--- src/rtl/gen_scheduler.sv ---
// Generation scheduler for the life engine: rotates an N-entry ring of cell buffers
// between engine and renderer, with run/pause, single-step and a frame-count speed gate.
module gen_scheduler #(
  parameter int NUM_BUFS = 2,
  parameter int SPEED_W  = 4,
  parameter int GEN_W    = 16,
  localparam int IDX_W   = $clog2(NUM_BUFS)
) (
  input  logic               clk_in,
  input  logic               rst_in,
  input  logic               run_in,
  input  logic               step_in,
  input  logic [SPEED_W-1:0] speed_in,
  input  logic               buf_ready_in,
  input  logic               logic_done_in,
  input  logic               render_done_in,
  output logic               logic_start_out,
  output logic [IDX_W-1:0]   src_idx_out,
  output logic [IDX_W-1:0]   dst_idx_out,
  output logic [IDX_W-1:0]   disp_idx_out,
  output logic               busy_out,
  output logic [GEN_W-1:0]   gen_count_out
);

  typedef enum logic [1:0] {S_IDLE, S_BUSY, S_DONE} state_t;

  state_t             state, state_nxt;
  logic [IDX_W-1:0]   head;
  logic [IDX_W-1:0]   wr;
  logic [SPEED_W-1:0] frame_cnt;
  logic               step_pending;
  logic               start_ok;
  logic               start;
  logic               done_acc;

  function automatic logic [SPEED_W-1:0] sat_inc(input logic [SPEED_W-1:0] v);
    return (&v) ? v : v + 1'b1;
  endfunction

  // Ring successor of the newest completed buffer; NUM_BUFS need not be a power of two.
  assign wr = (head == IDX_W'(NUM_BUFS - 1)) ? '0 : head + 1'b1;

  assign start_ok = buf_ready_in && (wr != disp_idx_out) &&
                    (run_in ? (frame_cnt >= speed_in) : step_pending);

  always_ff @(posedge clk_in) begin
    if (rst_in) state <= S_IDLE;
    else        state <= state_nxt;
  end

  always_comb begin
    state_nxt = state;
    start     = 1'b0;
    done_acc  = 1'b0;
    case (state)
      S_IDLE: if (start_ok) begin
        start     = 1'b1;
        state_nxt = S_BUSY;
      end
      S_BUSY: if (logic_done_in) begin
        done_acc  = 1'b1;
        state_nxt = S_DONE;
      end
      S_DONE:  state_nxt = S_IDLE;
      default: state_nxt = S_IDLE;
    endcase
  end

  always_ff @(posedge clk_in) begin
    if (rst_in) begin
      head            <= '0;
      disp_idx_out    <= '0;
      src_idx_out     <= '0;
      dst_idx_out     <= IDX_W'(1);
      busy_out        <= 1'b0;
      logic_start_out <= 1'b0;
      gen_count_out   <= '0;
      frame_cnt       <= '0;
      step_pending    <= 1'b0;
    end else begin
      logic_start_out <= start;
      if (start) begin
        src_idx_out <= head;
        dst_idx_out <= wr;
        busy_out    <= 1'b1;
      end
      if (done_acc) begin
        head          <= dst_idx_out;
        gen_count_out <= gen_count_out + 1'b1;
        busy_out      <= 1'b0;
      end
      // A frame that ends as a generation completes shows the fresh buffer.
      if (render_done_in)
        disp_idx_out <= done_acc ? dst_idx_out : head;
      if (start)
        frame_cnt <= '0;
      else if (render_done_in)
        frame_cnt <= sat_inc(frame_cnt);
      // Steps only queue while paused; a start consumes any coincident pulse.
      if (start || run_in)
        step_pending <= 1'b0;
      else if (step_in)
        step_pending <= 1'b1;
    end
  end

endmodule
--- config.mk ---
export PLATFORM = sky130hd
export DESIGN_NAME = gen_scheduler
export DESIGN_NICKNAME = d
export VERILOG_FILES = /design/src/rtl/gen_scheduler.sv
export SDC_FILE = /design/constraint.sdc
export NUM_CORES = 1
export LEC_CHECK = 0
export ABC_AREA = 1
export CORE_MARGIN = 5
export CORE_UTILIZATION = 30
export DETAILED_ROUTE_END_ITERATION = 16
export PLACE_DENSITY = 0.52
export SLEW_MARGIN = 10
export SYNTH_ARGS = -nofsm -noshare
export SYNTH_HDL_FRONTEND = slang
export SYNTH_SLANG_ARGS = --single-unit
--- constraint.sdc ---
create_clock -name clk_in -period 2.14 [get_ports clk_in]
set_input_delay 0.642 -clock clk_in [delete_from_list [all_inputs] [get_ports clk_in]]
set_output_delay 0.642 -clock clk_in [all_outputs]
set_load 0.005 [all_outputs]
Yosys cells after proc, flatten, opt, wreduce, memory -nomap -nowiden

Index checks and enable logic that the tools add are counted.

Word-level logic and storage cells: 39
Output and inout bits: 21
Bits in registers: 29
Input port bits: 11

$lt $le $gt $ge: 1
Add/subtract/negate cells: 3
Eq/ne operators: 4
Multiplexer cells: 10
Bitwise logic cells: 1
Reductions and logical operators: 10

Operators with widths:

| kind                                                                   | number |
|---|---|
| 16-bit by 1-bit adder with 16-bit output (second input constant)       | 1 |
| 1-bit 2-to-1 mux                                                       | 7 |
| 2-bit OR reduction                                                     | 3 |
| 4-bit by 1-bit adder with 4-bit output (second input constant)         | 1 |
| 4-bit >= comparator                                                    | 1 |
| 2-bit 2-to-1 mux                                                       | 2 |
| 2-bit != test (second input constant)                                  | 2 |
| 2-bit one-hot mux with 2 select lines                                  | 1 |
| 2-bit AND reduction                                                    | 2 |
| 4-bit AND reduction                                                    | 1 |
| 2-bit by 1-bit equality test with 1-bit output (second input constant) | 1 |
| 1-bit logical AND                                                      | 2 |
| 2-bit logical NOT                                                      | 1 |
| 1-bit adder (second input constant)                                    | 1 |
| 1-bit logical OR                                                       | 1 |
| 1-bit != test                                                          | 1 |
| 1-bit inverter                                                         | 1 |

Logic depth before layout (Yosys ltp)

Gate-level depths: netlist (run 1).

Depth in word-level cells: 9
Depth in mapped cells: 11

Worst setup path after synthesis (run 1)

OpenSTA, ideal clock, no wires.

Kind: in2reg
Start: input speed_in[3]
End: register dst_idx_out
Library setup time: 0.117 ns
Arrival time: 1.566 ns
Buffers on the path: 0
Required time: 2.023 ns
Setup slack: 0.458 ns
Cell stages on the path: 9
Path through: inv_1 ha_1 a21oi_1 and2_1 nand2_1 nand2_2 nand2_2 o21ai_1 nand2_1

Longest elaborated chain between the ends: 5

Ends and longest elaborated chain:

| element              | line | source |
|---|---|---|
| from (decl)          | 13   | `input logic [SPEED_W-1:0] speed_in,` |
| 4-bit >= comparator  | 44   | `(run_in ? (frame_cnt >= speed_in) : step_pending);` |
| 1-bit 2-to-1 mux     | 44   |  |
| 1-bit logical AND    | 43   | `assign start_ok = buf_ready_in && (wr != disp_idx_out) &&` |
| 1-bit 2-to-1 mux     | 56   | `S_IDLE: if (start_ok) begin` |
| 1-bit 2-to-1 mux     | 55   | `case (state)` |
| to (signal assigned) | 84   | `dst_idx_out <= wr;` |
| to (decl)            | 19   | `output logic [IDX_W-1:0] dst_idx_out,` |

No other way between the ends.
A chain may end at the register's enable or synchronous reset.

Final worst setup path (run 1)

Ends and elaborated chain as after synthesis.

==> impl_metrics.env, run 1 <==
export IMPL_status="completed"
export IMPL_clock_latency_ps=290
export IMPL_vias_per_cell=4.30
export IMPL_peakVddDrop_mv=0.313
export IMPL_fillers=520
export IMPL_yosys_area_top_type="dfxtp_1"
export IMPL_cts_resized=0
export IMPL_fin_skew_ps=7.28
export IMPL_htreeDepth=2
export IMPL_grt_pass1_wl_mm=5.80
export IMPL_worstSetupEndpointType="flop"
export IMPL_rsz0062_at_grt="false"
export IMPL_utilization_pct=42.7
export IMPL_overflow=0
export IMPL_power_leakage_nw=0.834
export IMPL_syn_to_final_growth_pct=36.2
export IMPL_worstReg2RegStart="frame_cnt[0]"
export IMPL_min_period_over_period_pct=89.2
export IMPL_post_place_ws_ps=-72.7
export IMPL_rr_worst_depth=10
export IMPL_stdcell_area_mm2=0.00204
export IMPL_dp_hpwl_mm=2.57
export IMPL_met1_length_mm=1.62
export IMPL_cts_tree="built"
export IMPL_synth_top_area_share_pct=38.7
export IMPL_io_pins=32
export IMPL_finalCriticalPeriod_ps=1910
export IMPL_ys_async_sr_fraction_pct=0
export IMPL_maxSlewViolCount=0
export IMPL_holdBufCountCts=0
export IMPL_seq_power_share_pct=44.8
export IMPL_power_switching_uw=270
export IMPL_place_gp_congestion=0.727
export IMPL_r2r_end="dst_idx_out"
export IMPL_required_ps=2330
export IMPL_cts_setup_buffers=0
export IMPL_synth_cells=208
export IMPL_final_antenna_net_count=0
export IMPL_slew_headroom_pct=84.9
export IMPL_synth_cell_area_mm2=0.00150
export IMPL_nNetsFinal=267
export IMPL_grtUsageTotal_pct=11.8
export IMPL_worst_slew_pin_slew_ps=226
export IMPL_portBuffers=31
export IMPL_num_antenna_cells=0
export IMPL_synthTopCellsByArea="dfxtp_1 (39%), nand2_1 (13%), inv_1 (7.5%)"
export IMPL_max_cap_violations=0
export IMPL_arrival_ps=2090
export IMPL_syn_area_per_cell_um2=7.21
export IMPL_coreArea_mm2=0.00479
export IMPL_cts_buffer_depth=2
export IMPL_cts_made_buffers=5
export IMPL_yosys_warnings=0
export IMPL_die_w_um=80.7
export IMPL_internal_power_uw=982
export IMPL_grt_max_degree=12
export IMPL_reg2reg_slack_ps=620
export IMPL_die_area_mm2=0.00651
export IMPL_highest_layer="met4"
export IMPL_cellPowerDensity_mw_per_mm2=613
export IMPL_avgRoutedWirePerCell_um=10.6
export IMPL_combPwrFrac_pct=7.9
export IMPL_hold_viol=0
export IMPL_synth_edf_count=0
export IMPL_first_pass_iters=4
export IMPL_placed_area_mm2=0.00193
export IMPL_clkTransAtPathRegs_ps=60
export IMPL_yosysSeqAreaShare_pct=38.7
export IMPL_crit_fanout=6
export IMPL_drive_gt1_share_pct=13.1
export IMPL_synth_ff_type="dfxtp_1"
export IMPL_rows=25
export IMPL_yosysMostFrequentCell="nand2_1"
export IMPL_yosysUniqueCellTypes=33
export IMPL_endpoint="dst_idx_out"
export IMPL_antenna_found_initial=0
export IMPL_drc_errors=0
export IMPL_wl_met3_um=255
export IMPL_met2_wirelength_mm=1.39
export IMPL_grt_pass1_vias=1304
export IMPL_crit_start="speed_in[3]"
export IMPL_yosys_top_cells_count="nand2_1 (51), inv_1 (30), dfxtp_1 (29)"
export IMPL_setup_viol=0
export IMPL_synth_nets=225
export IMPL_start_kind="input port"
export IMPL_synth_seq_cells=29
export IMPL_cts_root_buf="clkbuf_8"
export IMPL_finalPower_mw=1.25
export IMPL_drtIter0Drc=75
export IMPL_switching_share_pct=21.6
export IMPL_finalWirelength_mm=3.36
export IMPL_cts_sinks=29
export IMPL_max_freq_mhz=524
export IMPL_start_util_pct=31.3
export IMPL_fin_ws_ps=232
export IMPL_p_clk_share_pct=47.3
export IMPL_path_class="input port to flop"
export IMPL_via_count=1368
export IMPL_hold_path_class="flop to flop"
export IMPL_fp_dieH_um=80.7
export IMPL_setup_tns_ps=0
==> final cells by class <==
cell class	count	area [um^2]	share of cell area (%)
timing repair buffer	38	363	17.8
sequential	29	581	28.4
inverter	33	124	6.06
clock buffer	7	86.3	4.23
tap	67	83.8	4.10
clock inverter	1	30.0	1.47
multi-input combinational	143	776	38.0
==> cells by family after synthesis <==
group	synth area share, %
flops	38.7
simple gates	33.9
compound gates	12.3
fa+ha+maj	5.00
xor+xnor	0.584
buf+inv	9.59
==> flip-flops by register name, summed over array words and instances, names as in the netlist <==
register         flops
head                 1
logic_start_out      1
step_pending         1
disp_idx_out         1
state                2
gen_count_out       16
dst_idx_out          1
busy_out             1
frame_cnt            4
src_idx_out          1
==> metal layers <==
layer  track usage [%]  vias to the layer above
li1                  -                      746
met1              14.2                      586
met2              17.4                       29
met3              4.60                        7
met4              7.60                        0
met5                 0                        -
==> critical path, cell delays in order <==
cell and delay [ps]:
clkdlybuf4s50_1 450, inv_1 40, ha_1 290, a21oi_1 130, and2_1 130, nand2_1 70, nand2_2 100, nand2_2 100
o21ai_1 90, nand2_1 50
==> power by group through the flow <==
| stage | logic (mW) | clock network, mW | registers, mW |
|---|---|---|---|
| 2_1_floorplan | 0.0522 | 0 | 0.571 |
| 3_3_place_gp | 0.101 | 0 | 0.573 |
| 3_5_place_dp | 0.100 | 0 | 0.573 |
| 4_1_cts | 0.101 | 0.613 | 0.561 |
| 5_1_grt | 0.114 | 0.631 | 0.563 |
| 6_report | 0.0992 | 0.592 | 0.561 |
==> worst min path at each step <==
stage	start	endpoint	slack (ps)	cells after the start
CTS	busy_out	busy_out	450	2
finish	busy_out	busy_out	450	2
floorplan	busy_out	busy_out	440	2
global route	busy_out	busy_out	470	2
global placement	busy_out	busy_out	440	2
detailed placement	busy_out	busy_out	440	2
==> cells in the final DEF (no fill, tap or decap), types with 2 or more instances in the layout <==
cell type	synthesis	routed
o21ai_0	5	5
nor2_1	20	20
clkdlybuf4s50_1	0	31
nand3_1	11	11
inv_1	30	30
buf_4	0	7
nor2_2	4	4
a21oi_1	16	16
ha_1	6	6
nand2_2	2	2
nand2_1	51	51
dfxtp_1	29	29
clkbuf_8	0	6
inv_2	3	3
nand4_1	2	2
o21ai_1	8	8
nand4_2	2	2
==> stage by stage <==
stage,hold WS (ps),cells
after global routing,471,318
final,447,318
after CTS,453,318
after detailed placement,443,310
after global placement,444,310
after floorplan,443,208
Power figures use the tool's default switching activity.
==> inputs of run 2 (changes only) <==
==> constraint.sdc (replaced) <==
create_clock -name clk_in -period 2.4 [get_ports clk_in]
set_input_delay 0.72 -clock clk_in [delete_from_list [all_inputs] [get_ports clk_in]]
set_output_delay 0.72 -clock clk_in [all_outputs]
set_load 0.005 [all_outputs]
==> run 2 against run 1 <==
Compared with the run above:
- via count fell by 0.44%
- critical path depth unchanged
- clock power shrank 25%
==> impl_metrics.env, run 2 (same netlist as run 1, synthesis figures left out) <==
export IMPL_combPwrFrac_pct=8.2
export IMPL_p_clk_share_pct=43.3
export IMPL_grtUsageTotal_pct=11.2
export IMPL_cts_made_buffers=5
export IMPL_cts_setup_buffers=0
export IMPL_start_kind="input port"
export IMPL_internal_power_uw=793
export IMPL_crit_fanout=6
export IMPL_endpoint="dst_idx_out"
export IMPL_final_cell_mix="nand2_1 (51), clkdlybuf4s50_1 (31), inv_1 (30)"
export IMPL_coreArea_mm2=0.00479
export IMPL_switching_share_pct=23.1
export IMPL_reg2reg_slack_ps=860
export IMPL_instances_no_fill=314
export IMPL_maxSlewViolCount=0
export IMPL_rows=25
export IMPL_antenna_found_initial=0
export IMPL_clkTransAtPathRegs_ps=60
export IMPL_portBuffers=31
export IMPL_worstSetupEndpointType="flop"
export IMPL_grt_pass1_wl_mm=5.69
export IMPL_drc_errors=0
export IMPL_avgRoutedWirePerCell_um=10.5
export IMPL_cellPowerDensity_mw_per_mm2=516
export IMPL_num_antenna_cells=0
export IMPL_layout_commonest_cell="nand2_1"
export IMPL_holdBufCountCts=0
export IMPL_peakVddDrop_mv=0.277
export IMPL_dpl_cell_count=306
export IMPL_dp_hpwl_mm=2.55
export IMPL_grt_max_degree=14
export IMPL_required_ps=2580
export IMPL_min_period_over_period_pct=84.0
export IMPL_largest_reg_flops=16
export IMPL_cts_resized=0
export IMPL_syn_to_final_growth_pct=33.2
export IMPL_die_area_mm2=0.00651
export IMPL_cts_tree="built"
export IMPL_largest_register="gen_count_out"
export IMPL_cts_root_buf="clkbuf_8"
export IMPL_reg_top3="gen_count_out (16), frame_cnt (4), state (2)"
export IMPL_clock_latency_ps=280
export IMPL_grt_pass1_vias=1345
export IMPL_setup_tns_ps=0
export IMPL_vias_per_cell=4.34
export IMPL_first_pass_iters=4
export IMPL_slew_headroom_pct=72.0
export IMPL_power_leakage_nw=0.811
export IMPL_r2r_end="dst_idx_out"
export IMPL_fp_dieH_um=80.7
export IMPL_cts_sinks=29
export IMPL_htreeDepth=2
export IMPL_arrival_ps=2190
export IMPL_via_count=1362
export IMPL_crit_start="speed_in[3]"
export IMPL_cts_buffer_depth=2
export IMPL_seq_power_share_pct=48.5
export IMPL_io_pins=32
export IMPL_place_gp_congestion=0.728
export IMPL_fillers=552
export IMPL_nNetsFinal=263
export IMPL_worstReg2RegStart="frame_cnt[0]"
export IMPL_worst_slew_pin_slew_ps=420
export IMPL_status="completed"
export IMPL_max_freq_mhz=496
export IMPL_finalCriticalPeriod_ps=2020
export IMPL_drive_gt1_share_pct=12.1
export IMPL_setup_viol=0
export IMPL_rr_worst_depth=10
export IMPL_power_switching_uw=238
export IMPL_drtIter0Drc=77
export IMPL_overflow=0
export IMPL_hold_viol=0
export IMPL_max_cap_violations=0
export IMPL_finalWirelength_mm=3.30
export IMPL_die_w_um=80.7
export IMPL_rsz0062_at_grt="false"
export IMPL_hold_path_class="flop to flop"
export IMPL_start_util_pct=31.3
export IMPL_path_class="input port to flop"
export IMPL_fin_skew_ps=4.31
export IMPL_final_antenna_net_count=0
## run 2: changes by cell type in the layout (fill, tap and decap cells not counted), sizes merged
cell / before / now
bufinv: 1 / 0
buf: 7 / 3
clkinv: 0 / 1
## run 2: power by group through the flow
stage          Combinational (mW)  Sequential (mW)  Clock, mW
6_report                   0.0850            0.500      0.446
5_1_grt                    0.0963            0.502      0.480
4_1_cts                    0.0870            0.501      0.460
3_5_place_dp               0.0862            0.511          0
3_3_place_gp               0.0862            0.511          0
2_1_floorplan              0.0466            0.509          0
## run 2: critical path: stages
cell,delay [ps]
clkdlybuf4s50_1,450
inv_1,40
ha_1,300
a21oi_1,140
and2_1,130
nand2_1,70
nand2_2,90
nand2_2,90
o21ai_1,110
nand2_1,50
## run 2: area by class of cell
class / instances / area [um^2] / share of cell area [%]
clock inverter: 1 / 5.00 / 0.250
multi-input combinational: 143 / 776 / 38.8
clock buffer: 7 / 96.3 / 4.82
sequential: 29 / 581 / 29.1
timing repair buffer: 34 / 333 / 16.7
tap: 67 / 83.8 / 4.20
inverter: 33 / 124 / 6.20
## run 2: worst min path at each step
stage	slack, ps	cells past startpoint	startpoint	endpoint
after floorplan	440	2	busy_out	busy_out
after global placement	440	2	busy_out	busy_out
after detailed placement	450	2	busy_out	busy_out
after CTS	460	2	busy_out	busy_out
after global routing	480	2	busy_out	busy_out
final	450	2	busy_out	busy_out
## run 2: through the flow
stage	power [mW]	instance area, um^2	hold slack, ps	util [%]	setup WS [ps]
2_1_floorplan	0.556	1500	443	-	640
3_3_place_gp	0.597	1900	442	39.6	119
3_5_place_dp	0.597	1900	448	39.6	87.3
4_1_cts	1.05	2000	458	41.8	366
5_1_grt	1.08	2000	481	41.8	265
6_report	1.03	2000	450	41.8	383
## run 2: layer usage
metal	routed length [um]	share of wire, %	global-route usage (%)
met3	141	4.3	3.70
met4	56	1.7	5.07
met5	0	0	0
met2	1400	42	17.1
met1	1700	52	14.3
==> inputs of run 3 (changes only) <==
==> constraint.sdc (replaced) <==
create_clock -name clk_in -period 2 [get_ports clk_in]
set_input_delay 0.6 -clock clk_in [delete_from_list [all_inputs] [get_ports clk_in]]
set_output_delay 0.6 -clock clk_in [all_outputs]
set_load 0.005 [all_outputs]
==> run 3 against run 2 <==
Compared with the run above:
- power increased by 29%
- worst setup slack worse by 280 ps
- via count rose by 0.37%
- first-iteration DRC count decreased by 36%
- hold slack got worse by 3.1 ps
- non-clock buffer count grew 5
- utilization is 1.3 points higher
- register-to-register slack lost 360 ps
- cell count increased by 1.6%
- sequential share of layout area fell by 0.86 points
- design area is 3.1% higher
- largest cell class unchanged
==> impl_metrics.env, run 3 (same netlist as run 1, synthesis figures left out) <==
export IMPL_cellPowerDensity_mw_per_mm2=645
export IMPL_htreeDepth=2
export IMPL_min_path_cells=2
export IMPL_place_gp_congestion=0.768
export IMPL_cp_top_family="buffers and inverters"
export IMPL_grt_max_degree=14
export IMPL_cts_root_buf="clkbuf_8"
export IMPL_io_pins=32
export IMPL_via_count=1367
export IMPL_met1_usage_pct=15.1
export IMPL_slew_headroom_pct=68.7
export IMPL_cts_tree="built"
export IMPL_first_pass_iters=4
export IMPL_reg2reg_slack_ps=500
export IMPL_coreArea_mm2=0.00479
export IMPL_antenna_found_initial=0
export IMPL_hold_ws_ps=447
export IMPL_grtUsageTotal_pct=11.2
export IMPL_status="completed"
export IMPL_start_util_pct=31.3
export IMPL_clock_latency_ps=270
export IMPL_drive_gt1_share_pct=13.9
export IMPL_fin_skew_ps=5.33
export IMPL_busiest_layer="met2"
export IMPL_vias_per_cell=4.29
export IMPL_min_from="busy_out"
export IMPL_clkTransAtPathRegs_ps=60
export IMPL_peakVddDrop_mv=0.278
export IMPL_min_period_over_period_pct=94.6
export IMPL_grt_pass1_vias=1273
export IMPL_max_stage_delay_ps=450
export IMPL_path_cells="clkdlybuf4s50_1 > inv_1 > ha_1 > a21oi_1 > and2_1 > nand2_1 > nand2_2 > nand2_4 > o21ai_2 > nand2_1"
export IMPL_fp_dieH_um=80.7
export IMPL_die_w_um=80.7
export IMPL_required_ps=2170
export IMPL_grt_pass1_wl_mm=5.67
export IMPL_power_leakage_nw=0.842
export IMPL_crit_fanout=6
export IMPL_crit_start="speed_in[3]"
export IMPL_cp_depth=10
export IMPL_path_buf_inv=2
export IMPL_drtIter0Drc=49
export IMPL_holdBufCountCts=0
export IMPL_cts_made_buffers=5
export IMPL_worstSetupEndpointType="flop"
export IMPL_hold_viol=0
export IMPL_cts_buffer_depth=2
export IMPL_die_area_mm2=0.00651
export IMPL_arrival_ps=2060
export IMPL_largest_reg_flops=16
export IMPL_cp_slowest_cell="clkdlybuf4s50_1"
export IMPL_portBuffers=31
export IMPL_finalPower_mw=1.33
export IMPL_met2_usage_pct=16.9
export IMPL_max_freq_mhz=528
export IMPL_path_class="input port to flop"
export IMPL_reg_top3="gen_count_out (16), frame_cnt (4), state (2)"
export IMPL_worstReg2RegStart="frame_cnt[0]"
export IMPL_final_cell_mix="nand2_1 (51), clkdlybuf4s50_1 (31), inv_1 (30)"
export IMPL_layout_commonest_cell="nand2_1"
export IMPL_use_met3_pct=3.81
export IMPL_largest_register="gen_count_out"
export IMPL_nNetsFinal=268
export IMPL_final_antenna_net_count=0
export IMPL_hold_path_class="flop to flop"
export IMPL_rr_worst_depth=10
export IMPL_overflow=0
export IMPL_rows=25
export IMPL_syn_to_final_growth_pct=37.3
export IMPL_setup_viol=0
export IMPL_finalWirelength_mm=3.37
export IMPL_start_kind="input port"
export IMPL_finalCriticalPeriod_ps=1890
export IMPL_max_cap_violations=0
export IMPL_worst_slew_pin_slew_ps=469
export IMPL_avgRoutedWirePerCell_um=10.6
export IMPL_drc_errors=0
export IMPL_fillers=501
export IMPL_cts_sinks=29
export IMPL_dp_hpwl_mm=2.58
export IMPL_maxSlewViolCount=0
export IMPL_num_antenna_cells=0
export IMPL_crit_top_cell="nand2_1"
-- run 3: where the power goes --
part	switching [mW]	leakage [nW]	internal [mW]
clock network	0.215	0.0585	0.406
registers	0.0102	0.235	0.590
logic	0.0527	0.549	0.0554
-- run 3: final cells by class --
| type | instances | area, um^2 | share of cell area (%) |
|---|---|---|---|
| clock buffers | 7 | 86.3 | 4.19 |
| clock inverters | 1 | 30.0 | 1.46 |
| inverters | 33 | 124 | 6.01 |
| multi-input cells | 143 | 785 | 38.1 |
| flip-flops and latches | 29 | 581 | 28.2 |
| well taps | 67 | 83.8 | 4.07 |
| repair buffers | 39 | 370 | 18.0 |
-- run 3: worst reg2reg max path, delay by kind of cell (launching register included) --
family,cells,cell delay [ps]
flops,1,370
buf+inv,1,80
fa+ha+maj,1,260
compound gates,2,240
simple gates,6,440
-- run 3: worst paths after layout --
check,to
max,dst_idx_out
min,busy_out
max reg2reg,dst_idx_out
min reg2reg,busy_out
-- run 3: timing repair --
item / in CTS / in global routing
buffers inserted: 0 / 0
gates resized for setup: 0 / 2
setup endpoints to repair: 0 / 2
-- run 3: metrics by stage --
step | cell area (um^2) | TNS [ps] | util, % | worst slack [ps] | std cells
6_report | 2060 | 0 | 43.0 | 108 | 319
3_3_place_gp | 1930 | -1070 | 40.4 | -176 | 311
4_1_cts | 2050 | 0 | 42.8 | 72.7 | 319
3_5_place_dp | 1930 | -1430 | 40.4 | -218 | 311
2_1_floorplan | 1500 | 0 | - | 360 | 208
5_1_grt | 2060 | -5.89 | 43.0 | -3.96 | 319
-- run 3: per-layer routing --
| metal | vias up | share of wire [%] |
|---|---|---|
| met5 | - | 0 |
| met4 | 0 | 0.45 |
| met3 | 2 | 4.5 |
| met2 | 27 | 43 |
| met1 | 590 | 52 |
| li1 | 748 | - |
